`src/rtl/float_minmax_reduce.sv`:
```
// Streaming min/max reduction over a counted sequence of IEEE-style floats.
// The canonical NaN encoding is treated as "no value" and loses to any other operand.
package fpu_types_pkg;
    localparam int          HALF_FLOAT_W = 16;
    localparam logic [15:0] HALF_NAN     = 16'h7E00;
endpackage

module float_minmax_reduce
    import fpu_types_pkg::*;
#(
    parameter int                     FLOAT_WIDTH = HALF_FLOAT_W,
    parameter int                     COUNT_WIDTH = 8,
    parameter logic [FLOAT_WIDTH-1:0] FLOAT_NAN   = HALF_NAN
) (
    input  logic                  CLK,
    input  logic                  nRST,
    float_minmax_reduce_if.slave  bus,
    output logic [1:0]            state_dbg
);

    typedef enum logic [1:0] {
        IDLE  = 2'd0,
        FIRST = 2'd1,
        ACCUM = 2'd2,
        DONE  = 2'd3
    } state_t;

    localparam logic [COUNT_WIDTH-1:0] ONE = COUNT_WIDTH'(1);

    state_t                 state;
    logic [FLOAT_WIDTH-1:0] acc;
    logic [COUNT_WIDTH-1:0] remaining;
    logic                   op;
    logic                   in_ready_r;
    logic                   out_valid_r;
    logic                   busy_r;

    // Sign-magnitude ordering: -0 < +0, and infinities fall out of the magnitude compare.
    function automatic logic [FLOAT_WIDTH-1:0] select_fn(
        input logic [FLOAT_WIDTH-1:0] a,
        input logic [FLOAT_WIDTH-1:0] x,
        input logic                   want_max
    );
        logic x_larger;
        if (a == FLOAT_NAN && x == FLOAT_NAN) begin
            return FLOAT_NAN;
        end else if (a == FLOAT_NAN) begin
            return x;
        end else if (x == FLOAT_NAN) begin
            return a;
        end else if (a[FLOAT_WIDTH-1] != x[FLOAT_WIDTH-1]) begin
            if (want_max) return a[FLOAT_WIDTH-1] ? x : a;
            else          return a[FLOAT_WIDTH-1] ? a : x;
        end else if (a[FLOAT_WIDTH-2:0] == x[FLOAT_WIDTH-2:0]) begin
            return a;
        end else begin
            x_larger = x[FLOAT_WIDTH-1] ? (x[FLOAT_WIDTH-2:0] < a[FLOAT_WIDTH-2:0])
                                        : (x[FLOAT_WIDTH-2:0] > a[FLOAT_WIDTH-2:0]);
            return (want_max == x_larger) ? x : a;
        end
    endfunction

    always_ff @(posedge CLK or negedge nRST) begin
        if (!nRST) begin
            state       <= IDLE;
            acc         <= '0;
            remaining   <= '0;
            op          <= 1'b0;
            in_ready_r  <= 1'b0;
            out_valid_r <= 1'b0;
            busy_r      <= 1'b0;
        end else begin
            case (state)
                IDLE: begin
                    if (bus.start) begin
                        busy_r <= 1'b1;
                        if (bus.count != '0) begin
                            op         <= bus.max;
                            remaining  <= bus.count;
                            in_ready_r <= 1'b1;
                            state      <= FIRST;
                        end else begin
                            acc         <= FLOAT_NAN;
                            out_valid_r <= 1'b1;
                            state       <= DONE;
                        end
                    end
                end
                FIRST, ACCUM: begin
                    if (bus.in_valid) begin
                        acc       <= (state == FIRST) ? bus.in_data
                                                      : select_fn(acc, bus.in_data, op);
                        remaining <= remaining - ONE;
                        if (remaining == ONE) begin
                            in_ready_r  <= 1'b0;
                            out_valid_r <= 1'b1;
                            state       <= DONE;
                        end else begin
                            state <= ACCUM;
                        end
                    end
                end
                DONE: begin
                    if (bus.out_ready) begin
                        out_valid_r <= 1'b0;
                        busy_r      <= 1'b0;
                        state       <= IDLE;
                    end
                end
                default: state <= IDLE;
            endcase
        end
    end

    assign bus.in_ready  = in_ready_r;
    assign bus.out_valid = out_valid_r;
    assign bus.out_data  = acc;
    assign bus.busy      = busy_r;
    assign state_dbg     = state;

endmodule

```
`src/rtl/float_minmax_reduce_if.sv`:
```
// Bundle of control, element-stream and result signals for float_minmax_reduce.
// Both streams are valid/ready: a transfer happens on a rising clock edge where valid && ready are both high.
interface float_minmax_reduce_if #(
    parameter int W  = 16,
    parameter int CW = 8
);
    logic          start;
    logic          max;
    logic [CW-1:0] count;
    logic          in_valid;
    logic [W-1:0]  in_data;
    logic          in_ready;
    logic          out_valid;
    logic [W-1:0]  out_data;
    logic          out_ready;
    logic          busy;

    modport master (
        output start, max, count, in_valid, in_data, out_ready,
        input  in_ready, out_valid, out_data, busy
    );

    modport slave (
        input  start, max, count, in_valid, in_data, out_ready,
        output in_ready, out_valid, out_data, busy
    );
endinterface

```
`src/flat_wrapper.sv`:
```
// flat-port wrapper written by rule: the top's interface ports become plain ports
module float_minmax_reduce_flat import fpu_types_pkg::*;
#(
    parameter int                     FLOAT_WIDTH = HALF_FLOAT_W,
    parameter int                     COUNT_WIDTH = 8,
    parameter logic [FLOAT_WIDTH-1:0] FLOAT_NAN   = HALF_NAN
)
  (CLK, nRST, state_dbg, bus_start, bus_max, bus_count, bus_in_valid, bus_in_data, bus_out_ready, bus_in_ready, bus_out_valid, bus_out_data, bus_busy);
  float_minmax_reduce_if #(.W((16)), .CW((8))) bus_i ();
  input  logic CLK;
  input  logic nRST;
  output logic [1:0] state_dbg;
  input wire logic [$bits(bus_i.start)-1:0] bus_start;
  input wire logic [$bits(bus_i.max)-1:0] bus_max;
  input wire logic [$bits(bus_i.count)-1:0] bus_count;
  input wire logic [$bits(bus_i.in_valid)-1:0] bus_in_valid;
  input wire logic [$bits(bus_i.in_data)-1:0] bus_in_data;
  input wire logic [$bits(bus_i.out_ready)-1:0] bus_out_ready;
  output wire logic [$bits(bus_i.in_ready)-1:0] bus_in_ready;
  output wire logic [$bits(bus_i.out_valid)-1:0] bus_out_valid;
  output wire logic [$bits(bus_i.out_data)-1:0] bus_out_data;
  output wire logic [$bits(bus_i.busy)-1:0] bus_busy;
  assign bus_i.start = bus_start;
  assign bus_i.max = bus_max;
  assign bus_i.count = bus_count;
  assign bus_i.in_valid = bus_in_valid;
  assign bus_i.in_data = bus_in_data;
  assign bus_i.out_ready = bus_out_ready;
  assign bus_in_ready = bus_i.in_ready;
  assign bus_out_valid = bus_i.out_valid;
  assign bus_out_data = bus_i.out_data;
  assign bus_busy = bus_i.busy;
  float_minmax_reduce #(.FLOAT_WIDTH(FLOAT_WIDTH), .COUNT_WIDTH(COUNT_WIDTH), .FLOAT_NAN(FLOAT_NAN)) u_core (.CLK(CLK), .nRST(nRST), .bus(bus_i), .state_dbg(state_dbg));
endmodule
```
`config.mk`:
```
export PLATFORM = sky130hd
export DESIGN_NAME = float_minmax_reduce_flat
export DESIGN_NICKNAME = d
export VERILOG_FILES = /design/src/rtl/float_minmax_reduce.sv /design/src/rtl/float_minmax_reduce_if.sv /design/src/flat_wrapper.sv
export SDC_FILE = /design/constraint.sdc
export NUM_CORES = 1
export LEC_CHECK = 0
export ABC_CLOCK_PERIOD_IN_PS = 2600
export CORE_ASPECT_RATIO = 1.4
export CORE_MARGIN = 5
export CORE_UTILIZATION = 45
export CTS_CLUSTER_DIAMETER = 200
export CTS_CLUSTER_SIZE = 8
export DETAILED_ROUTE_END_ITERATION = 6
export PLACE_DENSITY = 0.82
export SLEW_MARGIN = 5
export SYNTH_ARGS = -nofsm -noshare
export SYNTH_HDL_FRONTEND = slang
export SYNTH_SLANG_ARGS = --single-unit
```
`constraint.sdc`:
```
create_clock -name CLK -period 2.6 [get_ports CLK]
set_input_delay 0.52 -clock CLK [delete_from_list [all_inputs] [get_ports CLK]]
set_output_delay 0.52 -clock CLK [all_outputs]
set_load 0.02 [all_outputs]
```
### After elaboration in Yosys (flattened, before gate mapping)

Index checks and enable logic that the tools add are counted.

| operators by class | value |
|---|---|
| add/subtract/negate cells | 1 |
| multiply operators | 0 |
| div/mod/pow operators | 0 |
| order comparisons | 2 |
| eq/ne operators | 20 |
| shift operators | 0 |
| multiplexer cells | 38 |
| bitwise gates (word level) | 0 |
| reductions and logical operators | 14 |

Operators by type and width:

| cell | count |
|---|---|
| 2-to-1 mux 16 bit | 13 |
| equality test 16 x 15 -> 1 bit (second input constant) | 2 |
| case mux 16 bit (2 select lines) | 1 |
| 2-to-1 mux 8 bit | 3 |
| case mux 8 bit (2 select lines) | 1 |
| equality test 15 bit | 1 |
| > comparator 15 bit | 1 |
| < comparator 15 bit | 1 |
| 2-to-1 mux 1 bit | 12 |
| AND reduction 5 bit | 2 |
| AND reduction 3 bit | 3 |
| AND reduction 9 bit | 1 |
| equality test 8 x 1 -> 1 bit (second input constant) | 1 |
| 2-to-1 mux 2 bit | 4 |
| != test 2 bit (second input constant) | 4 |
| nonzero test 8 bit | 1 |
| subtractor 8 x 1 -> 8 bit (second input constant) | 1 |
| != test 7 x 6 -> 1 bit (second input constant) | 1 |
| != test 7 bit (second input constant) | 1 |
| AND reduction 7 bit | 1 |
| != test 6 x 1 -> 1 bit (second input constant) | 1 |
| != test 6 x 2 -> 1 bit (second input constant) | 1 |
| case mux 2 bit (3 select lines) | 1 |
| != test 5 x 3 -> 1 bit (second input constant) | 1 |
| other kinds (12) | 16 |

| storage, ports and cells | value |
|---|---|
| bits in registers | 30 |
| latch bits | 0 |
| memory bits (writable) | 0 |
| ROM bits | 0 |
| input port bits | 30 |
| memories kept | 0 |

### Longest topological paths before layout

| depth | value |
|---|---|
| depth after elaboration | 12 |
| depth in mapped cells | 10 |
| depth with buffers taken out | 9 |

### Worst setup path before layout

Ideal clock, no wire load.

| timing | value |
|---|---|
| path kind | register -> register |
| start | register u_core.acc[13], in the netlist u_core.bus.out_data[13] |
| end | register u_core.acc[10], in the netlist u_core.bus.out_data[10] |
| setup time | 138 ps |
| arrival time | 2206 ps |
| required time | 2462 ps |
| path slack | 256 ps |
| cell stages (with the launch flop) | 10 |
| buffers on the path | 0 |
| cell sequence | dfrtp_1 inv_1 ha_1 and4_1 nand2_1 or4_1 o221ai_1 nor4_2 o21ai_1 a2bb2oi_1 |

| on the way | value |
|---|---|
| longest elaborated chain between the ends | 6 |
| elaborated cells on any way between the ends | 18 |

RTL lines:

| item | RTL line | text |
|---|---|---|
| from (decl) | float_minmax_reduce.sv:31 | `logic [FLOAT_WIDTH-1:0] acc;` |
| from (signal assigned) | float_minmax_reduce.sv:91 | `acc <= (state == FIRST) ? bus.in_data` |
| parallel branches: the longest is 6 deep, another holds > comparator 15 bit | n/a |  |

Several ways; the timed one is not identified. The select of a mux whose other input is x is not followed.
A chain may end at the register's enable or synchronous reset.

### Final worst setup path

| timing | value |
|---|---|
| start | input bus_in_data[1] |
| end | register u_core.acc[9], in the netlist u_core.bus.out_data[9] |

| on the way | value |
|---|---|
| longest elaborated chain between the ends | 6 |
| elaborated cells on any way between the ends | 17 |

RTL lines:

| item | RTL line | text |
|---|---|---|
| from (decl) | flat_wrapper.sv:17 | `input wire logic [$bits(bus_i.in_data)-1:0] bus_in_data;` |
| parallel branches: the longest is 6 deep, another holds > comparator 15 bit | n/a |  |

Several ways; the timed one is not identified. The select of a mux whose other input is x is not followed.

==> summary.md <==
| Metric | Value |
|---|---|
| Vias | `around 2100` |
| Final setup viols | `0` |
| Dominant synthesized flop cell | `dfrtp_1` |
| Final Util | `69.6%` |
| Synth Area per Inst | `8.95 um2` |
| Die Height | `roughly 90 um` |
| Post-synth cell types | `between 40 and 50` |
| Worst Slack Setup Final | `0.0278 ns` |
| Slew Viols, Final | `0` |
| Skew final | `a little under 0.005 ns` |
| Diode count | `0` |
| Pin count of the biggest net entering global routing | `31` |
| YS warnings | `0` |
| Worst vdd ir | `0.721 mV` |
| H-tree Lvls | `2` |
| Max Cap Viol | `0` |
| Fillers | `around 340` |
| Via/cell ratio | `5.60` |
| Clk buf depth | `2` |
| Clock buffer count from CTS | `5` |
| Clock Tree Root | `clkbuf_8` |
| Critical Path Start Type | `primary input` |
| Syn Inst Count | `230` |
| CP max stage cell | `clkdlybuf4s50_1` |
| Number of global-route vias before repair | `around 2000` |
| Die width | `roughly 67 um` |
| Leakage | `around 1.5 nW` |
| Critical path class | `in -> reg` |
| Worst-skew pair later-pin latency | `0.28 ns` |
| #FFs+latches synth | `30` |
| Design area | `3130 um2` |
| Async set-reset flop share out of synthesis | `100%` |
| Crit-path cells | `clkdlybuf4s50_1, ha_1, nand3b_1, a21oi_2, nor3_2, buf_4, o221ai_4, nor4_4, buf_4, o21bai_4, buf_6, a2bb2oi_2` |
| Max Fanout on Critical Path | `6` |
| # DRC | `0` |
| Final hold viol count | `0` |
| First-pass GRT wire length | `roughly 9.0 mm` |
| Starting Density | `between 40% and 50%` |
| Net count after synthesis | `approximately 280` |
| Clock tree sinks | `30` |
| HP Class | `reg -> reg` |
| R2R setup slack | `between 0.1 and 0.15 ns` |
| Die Area | `approximately 6000 um2` |
| Drt initial violations | `~180` |
| Nets | `between 300 and 400` |
| Antenna violations before repair | `0` |
| Most frequent cells in the layout | `clkdlybuf4s50_1 (37), inv_1 (31), dfrtp_1 (30)` |
| Commonest non-fill, non-tap cell in the layout | `clkdlybuf4s50_1` |
| Final ANT Viol Nets | `0` |
| Rows | `29` |
| Pwr Density | `1220 nW/um2` |
| Post-CTS Hold Buffers | `0` |
| Seq/Total Area, Yosys | `36.5%` |
| Tmin final | `approximately 2.6 ns` |
| CTS tree | `yes` |
| Top-area cell type share of the netlist area | `36.5%` |
| Status | `finished clean` |
| DR pass1 iterations | `4` |
| Share of cells above drive strength 1 | `a little over a fifth` |
| Crit-path max cell delay | `about 0.44 ns` |
| CP required | `2.76 ns` |
| Routability cong. | `0.872` |
| Clk slew on worst S/H paths | `approximately 0.06 ns` |
| Total grt overflow | `0` |
| Post-synth top area cell | `dfrtp_1` |
| Dpl cell area | `between 2000 and 3000 um2` |
| IO Pins | `about 50` |
| Area delta synth->final | `52.1%` |
| Max Fclk | `0.389 GHz` |
| Most frequent CP cell | `buf_4` |
| Worst slew margin | `64.8%` |
| Setup WS pre-CTS | `-0.327 ns` |
| Largest cells by area after synthesis | `dfrtp_1 (36%), ha_1 (13%), inv_1 (5.7%), o22ai_1 (4.3%), a21oi_1 (4.1%)` |
| Detailed-placement wirelength estimate | `4.30 mm` |
| WL per Instance | `around 16 um` |
| Core Area | `approximately 4500 um2` |
| DRT Wirelength | `approximately 6 mm` |
| Worst-margin pin slew | `approximately 0.52 ns` |
| Number of flops mapped to enable cells by yosys | `0` |
| Post-synth design cell area | `around 2100 um2` |
| Tcrit/Tclk final | `between 90% and 100%` |
| Critical Path AT | `2.73 ns` |
| Port bufs | `50` |
| Total GRT Usage | `between 10% and 20%` |
| Worst setup EP type | `flop` |
worst max-delay path, delay by kind of cell:
kind                       cells  cell delay (ns)
buffers and inverters          4             0.93
and+or+nand+nor                3             0.57
AOI/OAI and AO/OA              4             0.40
adders and majority gates      1             0.31
routing by layer:
layer | wire [um] | share of wire, % | global-route usage, % | vias to the layer above
met2 | 3140 | 52 | 33.8 | 65
met3 | 287 | 4.8 | 4.11 | 8
met5 | 0 | 0 | 0 | -
li1 | - | - | - | 1002
met1 | 2490 | 41 | 21.2 | 1008
met4 | 99 | 1.6 | 7.78 | 0
where the power goes:
group	total (mW)	switching [mW]	internal, mW
clock	0.374	0.170	0.204
combinational	2.57	1.38	1.19
sequential	0.867	0.189	0.678
total	3.81	1.74	2.08
synthesized netlist by cell type (2+ instances only):
master     number
and4_1          2
a2bb2oi_1       5
ha_1           22
o21a_1          2
nand2_1        16
or4_1           2
nor3_1          5
nand2b_1        5
mux2i_1         3
clkbuf_1        3
dfrtp_1        30
nor4_2          2
nand4_1         2
o22ai_1        14
nor2_1          6
nand3b_1        2
inv_1          31
a21oi_1        17
o21ai_0        16
nand3_1        12
a21o_1          3
nor2b_1         2
nor4_1          7
path summary, 6_finish.rpt:
check                                   startpoint                      to  cells after the start
max                                 bus_in_data[1]  u_core.bus.out_data[9]                     12
min                           u_core.bus.out_valid    u_core.bus.out_valid                      2
max reg2reg                u_core.bus.out_data[12]  u_core.bus.out_data[9]                     11
min reg2reg                   u_core.bus.out_valid    u_core.bus.out_valid                      2
max in group asynchronous                     nRST     u_core.remaining[4]                      2
min in group asynchronous                     nRST  u_core.bus.out_data[9]                      2
final cells by class:
type / count / area [um2] / share of cell area, %
Tap cell: 62 / 77.6 / 2.48
Sequential cell: 30 / 751 / 24.0
Inverter: 31 / 116 / 3.71
Clock buffer: 6 / 82.6 / 2.64
Multi-Input combinational cell: 165 / 1360 / 43.3
Timing Repair Buffer: 78 / 751 / 24.0
cell families after synthesis:
group / synth area share (%)
muxes: 2.00
AOI/OAI and AO/OA: 22.3
DFF: 36.5
buffers and inverters: 6.93
xor gates and xnor gates: 0.851
and+or+nand+nor: 18.1
adders and majority gates: 13.4
registers in the layout (all words and copies together), names as in the netlist:
register / count
u_core.bus.out_valid: 1
u_core.remaining: 8
u_core.state_dbg: 2
u_core.op: 1
u_core.bus.in_ready: 1
u_core.bus.busy: 1
u_core.bus.out_data: 16
stage by stage:
step	cells	TNS [ns]	power, mW	hold slack, ns
detailed placement	363	-4.85	3.11	0.495
CTS	369	0	3.54	0.509
global route	372	-0.190	4.10	0.539
floorplan	230	0	2.32	0.224
global placement	363	-3.60	3.04	0.461
finish	372	0	3.81	0.491
repair_timing:
action | CTS | global route
gates cloned | 0 | 1
pin swaps | 1 | 9
gates resized for setup | 6 | 39
setup endpoints to repair | 14 | 15
hold endpoints to repair | 0 | 0
setup buffers | 0 | 2
(Power assumes the default switching activity.)
